### src/rtl/pe_acc_sched_if.sv
// pe_acc_sched_if: handshake/config bundle between the PE scheduler and the fetch/PE side.
interface pe_acc_sched_if #(parameter int CH_W = 8, parameter int PIX_W = 16);
  logic             start;
  logic [CH_W-1:0]  num_ch;
  logic [PIX_W-1:0] num_pix;
  logic             cfg_relu;
  logic             cfg_quan;
  logic             if_req;
  logic [CH_W-1:0]  if_ch;
  logic [PIX_W-1:0] if_pix;
  logic             if_valid;
  logic             psum_sel;
  logic             relu_en;
  logic             quan_en;
  logic             out_valid;
  logic [PIX_W-1:0] out_pix;
  logic             busy;
  logic             done;
  logic [31:0]      perf_stall_cnt;
  modport master (
    input  start, num_ch, num_pix, cfg_relu, cfg_quan, if_valid,
    output if_req, if_ch, if_pix, psum_sel, relu_en, quan_en, out_valid, out_pix, busy, done,
           perf_stall_cnt
  );
  modport slave (
    output start, num_ch, num_pix, cfg_relu, cfg_quan, if_valid,
    input  if_req, if_ch, if_pix, psum_sel, relu_en, quan_en, out_valid, out_pix, busy, done,
           perf_stall_cnt
  );
endinterface

### src/rtl/pe_acc_sched.sv
// pe_acc_sched: sequences C channels x P pixels through a PE_LAT-deep 5x5 PE, steering psum/relu/quan.
// Optional stall counter enabled by defining PE_ACC_SCHED_PERF_EN.
module pe_acc_sched #(
  parameter int PE_LAT = 3,
  parameter int CH_W   = 8,
  parameter int PIX_W  = 16
) (
  input logic           clk,
  input logic           rst_n,
  pe_acc_sched_if.master bus
);
  localparam int GAP = PE_LAT - 2;
  typedef enum logic [2:0] {IDLE, ISSUE, GAP_S, DRAIN, DONE} state_t;
  state_t                       r_state, w_state_nx;
  logic [7:0]                   r_gap, w_gap_nx;
  logic [CH_W-1:0]              r_num_ch, r_ch;
  logic [PIX_W-1:0]             r_num_pix, r_pix;
  logic                         r_relu, r_quan, r_psum;
  logic [PE_LAT-1:0]            r_pv, r_pl;
  logic [PE_LAT-1:0][PIX_W-1:0] r_pp;
  logic                         w_start, w_issue, w_ch_last, w_pix_last, w_out;
  assign w_start    = r_state == IDLE && bus.start;
  assign w_issue    = r_state == ISSUE && bus.if_valid;
  assign w_ch_last  = r_ch == r_num_ch - CH_W'(1);
  assign w_pix_last = r_pix == r_num_pix - PIX_W'(1);
  assign w_out      = r_pv[PE_LAT-1] & r_pl[PE_LAT-1];
  always_comb begin
    w_state_nx = r_state;
    w_gap_nx   = r_gap;
    case (r_state)
      IDLE:  if (bus.start) w_state_nx = (bus.num_ch == '0 || bus.num_pix == '0) ? DRAIN : ISSUE;
      ISSUE: if (w_issue) begin
        w_gap_nx   = '0;
        w_state_nx = (w_ch_last && w_pix_last) ? DRAIN : (GAP == 0 ? ISSUE : GAP_S);
      end
      GAP_S: begin
        w_gap_nx   = r_gap + 8'd1;
        w_state_nx = r_gap == 8'(GAP - 1) ? ISSUE : GAP_S;
      end
      // the final sum is in the last pipe stage once nothing earlier remains in flight
      DRAIN:   w_state_nx = |r_pv[PE_LAT-2:0] ? DRAIN : DONE;
      DONE:    w_state_nx = IDLE;
      default: w_state_nx = IDLE;
    endcase
  end
  always_ff @(posedge clk or negedge rst_n) begin
    if (!rst_n) begin
      r_state   <= IDLE;
      r_gap     <= '0;
      r_num_ch  <= '0;
      r_num_pix <= '0;
      r_relu    <= 1'b0;
      r_quan    <= 1'b0;
      r_ch      <= '0;
      r_pix     <= '0;
      r_psum    <= 1'b0;
      r_pv      <= '0;
      r_pl      <= '0;
      r_pp      <= '0;
    end else begin
      r_state <= w_state_nx;
      r_gap   <= w_gap_nx;
      if (w_start) begin
        r_num_ch  <= bus.num_ch;
        r_num_pix <= bus.num_pix;
        r_relu    <= bus.cfg_relu;
        r_quan    <= bus.cfg_quan;
        r_ch      <= '0;
        r_pix     <= '0;
      end else if (w_issue) begin
        r_ch <= w_ch_last ? '0 : r_ch + CH_W'(1);
        if (w_ch_last) r_pix <= w_pix_last ? '0 : r_pix + PIX_W'(1);
      end
      r_psum <= w_issue && r_ch != '0;
      r_pv   <= {r_pv[PE_LAT-2:0], w_issue};
      r_pl   <= {r_pl[PE_LAT-2:0], w_issue && w_ch_last};
      r_pp   <= {r_pp[PE_LAT-2:0], r_pix};
    end
  end
  assign bus.if_req    = r_state == ISSUE;
  assign bus.if_ch     = r_ch;
  assign bus.if_pix    = r_pix;
  assign bus.psum_sel  = r_psum;
  assign bus.out_valid = w_out;
  assign bus.out_pix   = w_out ? r_pp[PE_LAT-1] : '0;
  assign bus.relu_en   = w_out & r_relu;
  assign bus.quan_en   = w_out & r_quan;
  assign bus.busy      = r_state != IDLE;
  assign bus.done      = r_state == DONE;
`ifdef PE_ACC_SCHED_PERF_EN
  logic [31:0] r_stall;
  always_ff @(posedge clk or negedge rst_n) begin
    if (!rst_n) r_stall <= '0;
    else if (w_start) r_stall <= '0;
    else if (r_state == ISSUE && !bus.if_valid && r_stall != '1) r_stall <= r_stall + 32'd1;
  end
  assign bus.perf_stall_cnt = r_stall;
`else
  assign bus.perf_stall_cnt = '0;
`endif
endmodule

### src/flat_wrapper.sv
// flat-port wrapper written by rule: the top's interface ports become plain ports
module pe_acc_sched_flat 
#(
  parameter int PE_LAT = 3,
  parameter int CH_W   = 8,
  parameter int PIX_W  = 16
)
  (clk, rst_n, bus_start, bus_num_ch, bus_num_pix, bus_cfg_relu, bus_cfg_quan, bus_if_valid, bus_if_req, bus_if_ch, bus_if_pix, bus_psum_sel, bus_relu_en, bus_quan_en, bus_out_valid, bus_out_pix, bus_busy, bus_done, bus_perf_stall_cnt);
  pe_acc_sched_if #(.CH_W(CH_W), .PIX_W(PIX_W)) bus_i ();
  input logic clk;
  input logic rst_n;
  input wire logic [$bits(bus_i.start)-1:0] bus_start;
  input wire logic [$bits(bus_i.num_ch)-1:0] bus_num_ch;
  input wire logic [$bits(bus_i.num_pix)-1:0] bus_num_pix;
  input wire logic [$bits(bus_i.cfg_relu)-1:0] bus_cfg_relu;
  input wire logic [$bits(bus_i.cfg_quan)-1:0] bus_cfg_quan;
  input wire logic [$bits(bus_i.if_valid)-1:0] bus_if_valid;
  output wire logic [$bits(bus_i.if_req)-1:0] bus_if_req;
  output wire logic [$bits(bus_i.if_ch)-1:0] bus_if_ch;
  output wire logic [$bits(bus_i.if_pix)-1:0] bus_if_pix;
  output wire logic [$bits(bus_i.psum_sel)-1:0] bus_psum_sel;
  output wire logic [$bits(bus_i.relu_en)-1:0] bus_relu_en;
  output wire logic [$bits(bus_i.quan_en)-1:0] bus_quan_en;
  output wire logic [$bits(bus_i.out_valid)-1:0] bus_out_valid;
  output wire logic [$bits(bus_i.out_pix)-1:0] bus_out_pix;
  output wire logic [$bits(bus_i.busy)-1:0] bus_busy;
  output wire logic [$bits(bus_i.done)-1:0] bus_done;
  output wire logic [$bits(bus_i.perf_stall_cnt)-1:0] bus_perf_stall_cnt;
  assign bus_i.start = bus_start;
  assign bus_i.num_ch = bus_num_ch;
  assign bus_i.num_pix = bus_num_pix;
  assign bus_i.cfg_relu = bus_cfg_relu;
  assign bus_i.cfg_quan = bus_cfg_quan;
  assign bus_i.if_valid = bus_if_valid;
  assign bus_if_req = bus_i.if_req;
  assign bus_if_ch = bus_i.if_ch;
  assign bus_if_pix = bus_i.if_pix;
  assign bus_psum_sel = bus_i.psum_sel;
  assign bus_relu_en = bus_i.relu_en;
  assign bus_quan_en = bus_i.quan_en;
  assign bus_out_valid = bus_i.out_valid;
  assign bus_out_pix = bus_i.out_pix;
  assign bus_busy = bus_i.busy;
  assign bus_done = bus_i.done;
  assign bus_perf_stall_cnt = bus_i.perf_stall_cnt;
  pe_acc_sched #(.PE_LAT(PE_LAT), .CH_W(CH_W), .PIX_W(PIX_W)) u_core (.clk(clk), .rst_n(rst_n), .bus(bus_i));
endmodule
### config.mk
export PLATFORM = sky130hd
export DESIGN_NAME = pe_acc_sched_flat
export DESIGN_NICKNAME = d
export VERILOG_FILES = /design/src/rtl/pe_acc_sched_if.sv /design/src/rtl/pe_acc_sched.sv /design/src/flat_wrapper.sv
export SDC_FILE = /design/constraint.sdc
export NUM_CORES = 1
export LEC_CHECK = 0
export ABC_AREA = 1
export CORE_MARGIN = 2
export CORE_UTILIZATION = 53
export CTS_CLUSTER_DIAMETER = 40
export DETAILED_ROUTE_END_ITERATION = 8
export PLACE_DENSITY = 0.81
export SYNTH_ARGS = -nofsm -noshare
export SYNTH_HDL_FRONTEND = slang
export SYNTH_SLANG_ARGS = --single-unit
### constraint.sdc
create_clock -name clk -period 2.5 [get_ports clk]
set_clock_uncertainty 0.1 [all_clocks]
set_input_delay 0.75 -clock clk [delete_from_list [all_inputs] [get_ports clk]]
set_output_delay 0.75 -clock clk [all_outputs]
set_load 0.03 [all_outputs]
==> flow_metrics.env, run 1 <==
export IMPL_required_ns=1.65
export IMPL_synthCells=716
export IMPL_die_area_um2=12100
export IMPL_cts_clk_slew_worst_paths_ns=0.06
export IMPL_path_cells="clkdlybuf4s50_1"
export IMPL_startpoint_type="register"
export IMPL_antenna_found_initial=0
export IMPL_io_buffer_count=76
export IMPL_slowest_stage="clkdlybuf4s50_1"
export IMPL_peakVddDrop_v=0.000517
export IMPL_slowest_delay_ns=0.69
export IMPL_critPathTopFamily="buffers and inverters"
export IMPL_seq_area_frac_synth=0.487
export IMPL_instances_no_fill=967
export IMPL_cts_tree="built"
export IMPL_gp_congestion=0.919
export IMPL_drc=0
export IMPL_fmax_ghz=0.410
export IMPL_reg2reg_to="u_core.bus.if_ch[4]"
export IMPL_syn_to_final_growth_pct=24.8
export IMPL_cts_made_buffers=17
export IMPL_hold_class="input pin to asynchronous set/reset pin"
export IMPL_synth_top_area_frac=0.487
export IMPL_track_usage=0.238
export IMPL_root_buffer="clkbuf_8"
export IMPL_fin_nets=851
export IMPL_period_needed_ns=2.44
export IMPL_diodes=0
export IMPL_dieHeight_um=110
export IMPL_post_dp_hpwl_um=9510
export IMPL_cts_sinks=116
export IMPL_vias_per_cell=5.05
export IMPL_drt_initial_drc_count=226
export IMPL_routedWlPerCell_um=13.8
export IMPL_num_vias=4882
export IMPL_synth_area_per_cell_um2=8.33
export IMPL_slew_viol_final=0
export IMPL_overflow=0
export IMPL_hold_ws_ns=0.0357
export IMPL_path_buf_inv=1
export IMPL_synth_area_top_cells="dfrtp_1, nand2_1, inv_1"
export IMPL_start_util=0.548
export IMPL_ff2ff_path_depth=12
export IMPL_final_cell_mix="nand2_1, dfrtp_1, inv_1"
export IMPL_drive_gt1_frac=0.114
export IMPL_drv_cap=0
export IMPL_syn_area_um2=5960
export IMPL_ctsHoldBuffers=0
export IMPL_relSlewSlack=0.617
export IMPL_r2r_start="u_core.r_num_ch[0]"
export IMPL_post_place_cells=934
export IMPL_core_um2=10900
export IMPL_worstSetupPathType="register to primary output"
export IMPL_status="completed"
export IMPL_grt_max_degree=62
export IMPL_grt_pass1_wl_um=22000
export IMPL_r2r_slack_ns=0.20
export IMPL_path_max_fanout=2
export IMPL_powerDensity_nw_per_um2=996
export IMPL_clock_path_buffers=2
export IMPL_worstPathArrival_ns=1.59
export IMPL_worst_pin_slew_ns=0.571
export IMPL_row_count=38
export IMPL_finalSetupViolCount=0
export IMPL_hold_violations=0
export IMPL_grt_pass1_vias=4686
export IMPL_final_common_cell="nand2_1"
export IMPL_die_w_um=110
export IMPL_ys_warn_count=0
export IMPL_dr_pass1_iters=5
export IMPL_h_tree_depth=4
export IMPL_clk_latency_ns=0.52
export IMPL_antenna_left=0
export IMPL_drt_total_wl_um=13300
export IMPL_fin_crit_sh=0.976
export IMPL_p_leak_nw=3.93
export IMPL_synth_seq_cells=116
export IMPL_boundaryPins=109
export IMPL_crit_path_end_kind="primary output"
export IMPL_ys_types=38
export IMPL_synth_top_area_cell="dfrtp_1"
-- through the flow --
| step | power (W) | instance area, µm² | setup WS, ns | setup TNS [ns] | util |
|---|---|---|---|---|---|
| floorplan | 0.00432 | 6080 | 0.454 | 0 | - |
| global placement | 0.00482 | 6850 | 0.117 | 0 | 0.629 |
| detailed placement | 0.00493 | 6850 | 0.0460 | 0 | 0.629 |
| CTS | 0.00743 | 7430 | 0.00311 | 0 | 0.682 |
| global route | 0.00789 | 7450 | -0.00996 | -0.0115 | 0.684 |
| finish | 0.00741 | 7450 | 0.0610 | 0 | 0.684 |
-- cell usage after synthesis --
| library cell | count |
|---|---|
| a21oi_1 | 11 |
| a41oi_1 | 1 |
| and2_1 | 1 |
| and3_1 | 1 |
| and3b_1 | 1 |
| buf_2 | 3 |
| buf_4 | 32 |
| buf_6 | 4 |
| clkbuf_1 | 8 |
| clkbuf_2 | 1 |
| conb_1 | 1 |
| dfrtp_1 | 116 |
| ha_1 | 7 |
| inv_1 | 103 |
| inv_2 | 4 |
| mux2_2 | 4 |
| mux2i_1 | 3 |
| nand2_1 | 162 |
| nand2_2 | 9 |
| nand2_4 | 1 |
| nand3_1 | 34 |
| nand3_2 | 2 |
| nand3b_1 | 2 |
| nand4_1 | 28 |
| nor2_1 | 69 |
| nor2_2 | 7 |
| nor2_4 | 4 |
| nor3_1 | 11 |
| nor3_2 | 1 |
| nor3_4 | 1 |
| nor3b_1 | 3 |
| nor4_1 | 6 |
| o211a_1 | 1 |
| o21ai_0 | 32 |
| o22ai_1 | 4 |
| o41ai_1 | 1 |
| xnor2_1 | 9 |
| xor2_1 | 28 |
-- power by group --
part | total, W | internal [W] | switching, W
logic | 0.00238 | 0.000851 | 0.00153
registers | 0.00253 | 0.00218 | 0.000355
clock network | 0.00250 | 0.00158 | 0.000914
total | 0.00741 | 0.00461 | 0.00280
-- kinds of logic after synthesis --
logic type                 after synthesis  synth area share
muxes                                    7            0.0126
DFF                                    116             0.487
xor gates and xnor gates                37            0.0543
AOI/OAI and AO/OA                       50            0.0449
adders and majority gates                7            0.0147
buffers and inverters                  155             0.124
other                                    1          0.000629
and+or+nand+nor                        343             0.263
-- per-layer routing --
layer | GRT usage | share of wire | vias to the layer above
met4 | 0.115 | 0.027 | 0
met2 | 0.397 | 0.49 | 187
li1 | - | - | 2381
met3 | 0.0382 | 0.052 | 32
met1 | 0.302 | 0.43 | 2282
met5 | 0 | 0 | -
-- how the worst max path moves through the flow --
stage / from / end / cells past startpoint
after detailed placement: bus_num_pix[12] / u_core.r_state[1] / 7
after global placement: bus_num_pix[15] / u_core.r_state[1] / 7
final: u_core.bus.if_pix[4] / bus_if_pix[4] / 1
after floorplan: u_core.r_state[2] / bus_done / 1
after global routing: u_core.r_num_ch[0] / u_core.bus.if_pix[11] / 13
after CTS: u_core.r_pl[2] / bus_out_pix[15] / 4
-- state kept, by name (all words and copies together), names as in the netlist, 8 cells and up --
signal and count:
u_core.r_num_ch 8, u_core.r_num_pix 16, u_core.r_pp 48, u_core.bus.if_pix 16, u_core.bus.if_ch 8, u_core.r_gap 8
-- area by class of cell --
cell class	count	area [µm²]
Sequential cell	116	2900
Timing Repair Buffer	96	890
Inverter	107	402
Clock inverter	13	170
Clock buffer	19	442
Fill cell	856	3440
Tap cell	140	175
Multi-Input combinational cell	476	2460
-- repair_timing --
item                                    4_1_cts  5_1_grt
pin swaps                                     0        3
resized for setup                            41       23
endpoints found under the setup margin       36       33
setup buffers                                 0        1
(Power assumes the default switching activity.)
==> run 2: changes to the inputs <==
--- a/config.mk
+++ b/config.mk
@@ -5,12 +5,13 @@
 export SDC_FILE = /design/constraint.sdc
 export NUM_CORES = 1
 export LEC_CHECK = 0
-export ABC_AREA = 1
+export ABC_AREA = 0
 export CORE_MARGIN = 2
-export CORE_UTILIZATION = 53
+export CORE_UTILIZATION = 52
 export CTS_CLUSTER_DIAMETER = 40
 export DETAILED_ROUTE_END_ITERATION = 8
-export PLACE_DENSITY = 0.81
+export PLACE_DENSITY = 0.8
+export SLEW_MARGIN = 20
 export SYNTH_ARGS = -nofsm -noshare
 export SYNTH_HDL_FRONTEND = slang
 export SYNTH_SLANG_ARGS = --single-unit
==> run 2 against run 1 <==
Against the previous run: the run now ends with setup timing left; clock power is essentially flat; combinational power increased by 53%; final cell count down 11%; register-to-register slack got worse by 0.41 ns; sequential power rose by 18%; clock-buffer cell count decreased by 1; design area about the same; critical path type is now register to register; largest cell class unchanged.
==> flow_metrics.env, run 2 <==
export IMPL_drive_gt1_frac=0.209
export IMPL_die_area_um2=11600
export IMPL_diodes=0
export IMPL_cts_tree="built"
export IMPL_clk_latency_ns=0.52
export IMPL_hold_class="input pin to asynchronous set/reset pin"
export IMPL_ctsHoldBuffers=0
export IMPL_p_leak_nw=3.52
export IMPL_seq_area_frac_synth=0.521
export IMPL_synth_area_per_cell_um2=9.75
export IMPL_finalPower_w=0.00912
export IMPL_vias_per_cell=5.53
export IMPL_period_needed_ns=2.71
export IMPL_cts_made_buffers=17
export IMPL_drt_initial_drc_count=373
export IMPL_post_dp_hpwl_um=8940
export IMPL_cts_clk_slew_worst_paths_ns=0.06
export IMPL_dieHeight_um=107
export IMPL_root_buffer="clkbuf_8"
export IMPL_drc=0
export IMPL_synthTopCellsByCount="dfrtp_1, nand2_1, buf_4, nor2_1, inv_1"
export IMPL_worst_pin_slew_ns=0.542
export IMPL_final_cell_mix="dfrtp_1, nand2_1, buf_4"
export IMPL_top_register="u_core.r_pp"
export IMPL_startpoint_type="register"
export IMPL_async_flop_share=1.00
export IMPL_relSlewSlack=0.638
export IMPL_fmax_ghz=0.369
export IMPL_ys_types=60
export IMPL_final_common_cell="dfrtp_1"
export IMPL_grt_pass1_vias=4727
export IMPL_rsz0062_at_grt="true"
export IMPL_r2r_slack_ns=-0.21
export IMPL_synth_edf_count=0
export IMPL_num_vias=4749
export IMPL_fin_crit_sh=1.08
export IMPL_required_ns=2.79
export IMPL_grt_max_degree=56
export IMPL_drv_cap=0
export IMPL_die_w_um=107
export IMPL_synth_flop_cell="dfrtp_1"
export IMPL_instances_no_fill=858
export IMPL_status="finished with violations"
export IMPL_boundaryPins=109
export IMPL_worstPathArrival_ns=3.00
export IMPL_gp_congestion=0.889
export IMPL_syn_area_um2=5570
export IMPL_clock_path_buffers=2
export IMPL_violations="setup timing"
export IMPL_antenna_found_initial=0
export IMPL_largest_reg_flops=48
export IMPL_peakVddDrop_v=0.000649
export IMPL_overflow=0
export IMPL_antenna_left=0
export IMPL_hold_violations=0
export IMPL_synth_top_area_cell="dfrtp_1"
export IMPL_drt_total_wl_um=13400
export IMPL_grt_pass1_wl_um=22100
export IMPL_core_um2=10400
export IMPL_track_usage=0.246
export IMPL_synthCells=571
export IMPL_synth_most_common_cell="dfrtp_1"
export IMPL_routedWlPerCell_um=15.6
export IMPL_io_buffer_count=76
export IMPL_synth_area_top_cells="dfrtp_1, nand2_1, buf_4"
export IMPL_cts_sinks=116
export IMPL_h_tree_depth=4
export IMPL_ys_warn_count=0
export IMPL_finalSetupViolCount=17
export IMPL_worstSetupPathType="register to register"
export IMPL_start_util=0.537
export IMPL_tns_ns=-2.42
export IMPL_powerDensity_nw_per_um2=1220
export IMPL_place_ws_ns=-0.270
export IMPL_row_count=37
export IMPL_post_place_cells=820
export IMPL_fin_ws_ns=-0.208
export IMPL_synth_top_area_frac=0.521
export IMPL_synth_seq_cells=116
export IMPL_dr_pass1_iters=7
export IMPL_crit_path_end_kind="register"
export IMPL_path_max_fanout=7
export IMPL_fin_nets=746
export IMPL_syn_to_final_growth_pct=33.8
export IMPL_slew_viol_final=0
[run 2: cell count changes after synthesis, sizes merged, moves of 5 or more]
cell,delta
nand3,-17
or3,+6
xor2,-11
nand2,-69
nor2b,+6
xnor2,+5
nand4,-19
a31oi,+10
nor2,-48
o31ai,+9
and3,+22
or4,+5
inv,-80
[run 2: timing repair]
item / 4_1_cts / 5_1_grt
pin swaps: 7 / 2
gates resized for setup: 69 / 36
cloned: 0 / 0
buffers inserted: 3 / 3
setup endpoints to repair: 62 / 39
[run 2: critical path, cell delays in order, from the launching register on]
cell and delay, ns:
dfrtp_2 0.42, o31a_1 0.32, or4_1 0.41, o31a_1 0.14
a2111oi_2 0.30, nor3b_2 0.29, a31oi_4 0.15, buf_6 0.17
a31oi_1 0.17, o31ai_1 0.10
[run 2: layout make-up]
cell class | count | area, µm²
sequential | 116 | 2910
clock inverter | 14 | 200
timing repair buffer | 136 | 1130
fill | 713 | 2920
tap | 136 | 170
multi-input combinational | 411 | 2510
clock buffer | 18 | 418
inverter | 27 | 101
[run 2: logic make-up (layout without fill, tap and decap cells)]
kind of cell,count (synthesis),after routing,share of synthesized area
AOI/OAI and AO/OA,83,83,0.100
xor gates and xnor gates,31,31,0.0488
adders and majority gates,7,7,0.0157
buffers and inverters,75,195,0.0757
DFF,116,116,0.521
muxes,4,4,0.00741
other,1,32,0.000673
and+or+nand+nor,254,254,0.230
[run 2: worst paths after layout]
check | start | endpoint | cells after the start
min in group clk | u_core.r_pp[21] | u_core.r_pp[37] | 0
worst min register to register | u_core.r_pp[21] | u_core.r_pp[37] | 0
worst max-delay path | u_core.r_num_pix[2] | u_core.bus.if_pix[4] | 9
worst max register to register | u_core.r_num_pix[2] | u_core.bus.if_pix[4] | 9
max in group asynchronous | rst_n | u_core.r_pl[2] | 2
worst min-delay path | rst_n | u_core.bus.if_ch[7] | 1
[run 2: layer usage]
metal,track usage,up-vias,share of wire
met1,0.303,2262,0.39
met5,0,-,0
met3,0.0508,39,0.070
met4,0.118,0,0.029
li1,-,2194,-
met2,0.412,254,0.51
[run 2: stage by stage]
step | hold slack (ns) | util | cell area, µm²
final | 0.0671 | 0.719 | 7450
after global routing | 0.0827 | 0.719 | 7450
after CTS | 0.0631 | 0.718 | 7440
after detailed placement | 0.235 | 0.653 | 6780
after global placement | 0.232 | 0.653 | 6780
after floorplan | 0.231 | - | 5760
[run 2: power by group]
part           total, W  switching, W  internal [W]
clock network   0.00252      0.000885       0.00163
registers       0.00298      0.000518       0.00246
logic           0.00363       0.00213       0.00150
total           0.00912       0.00353       0.00559
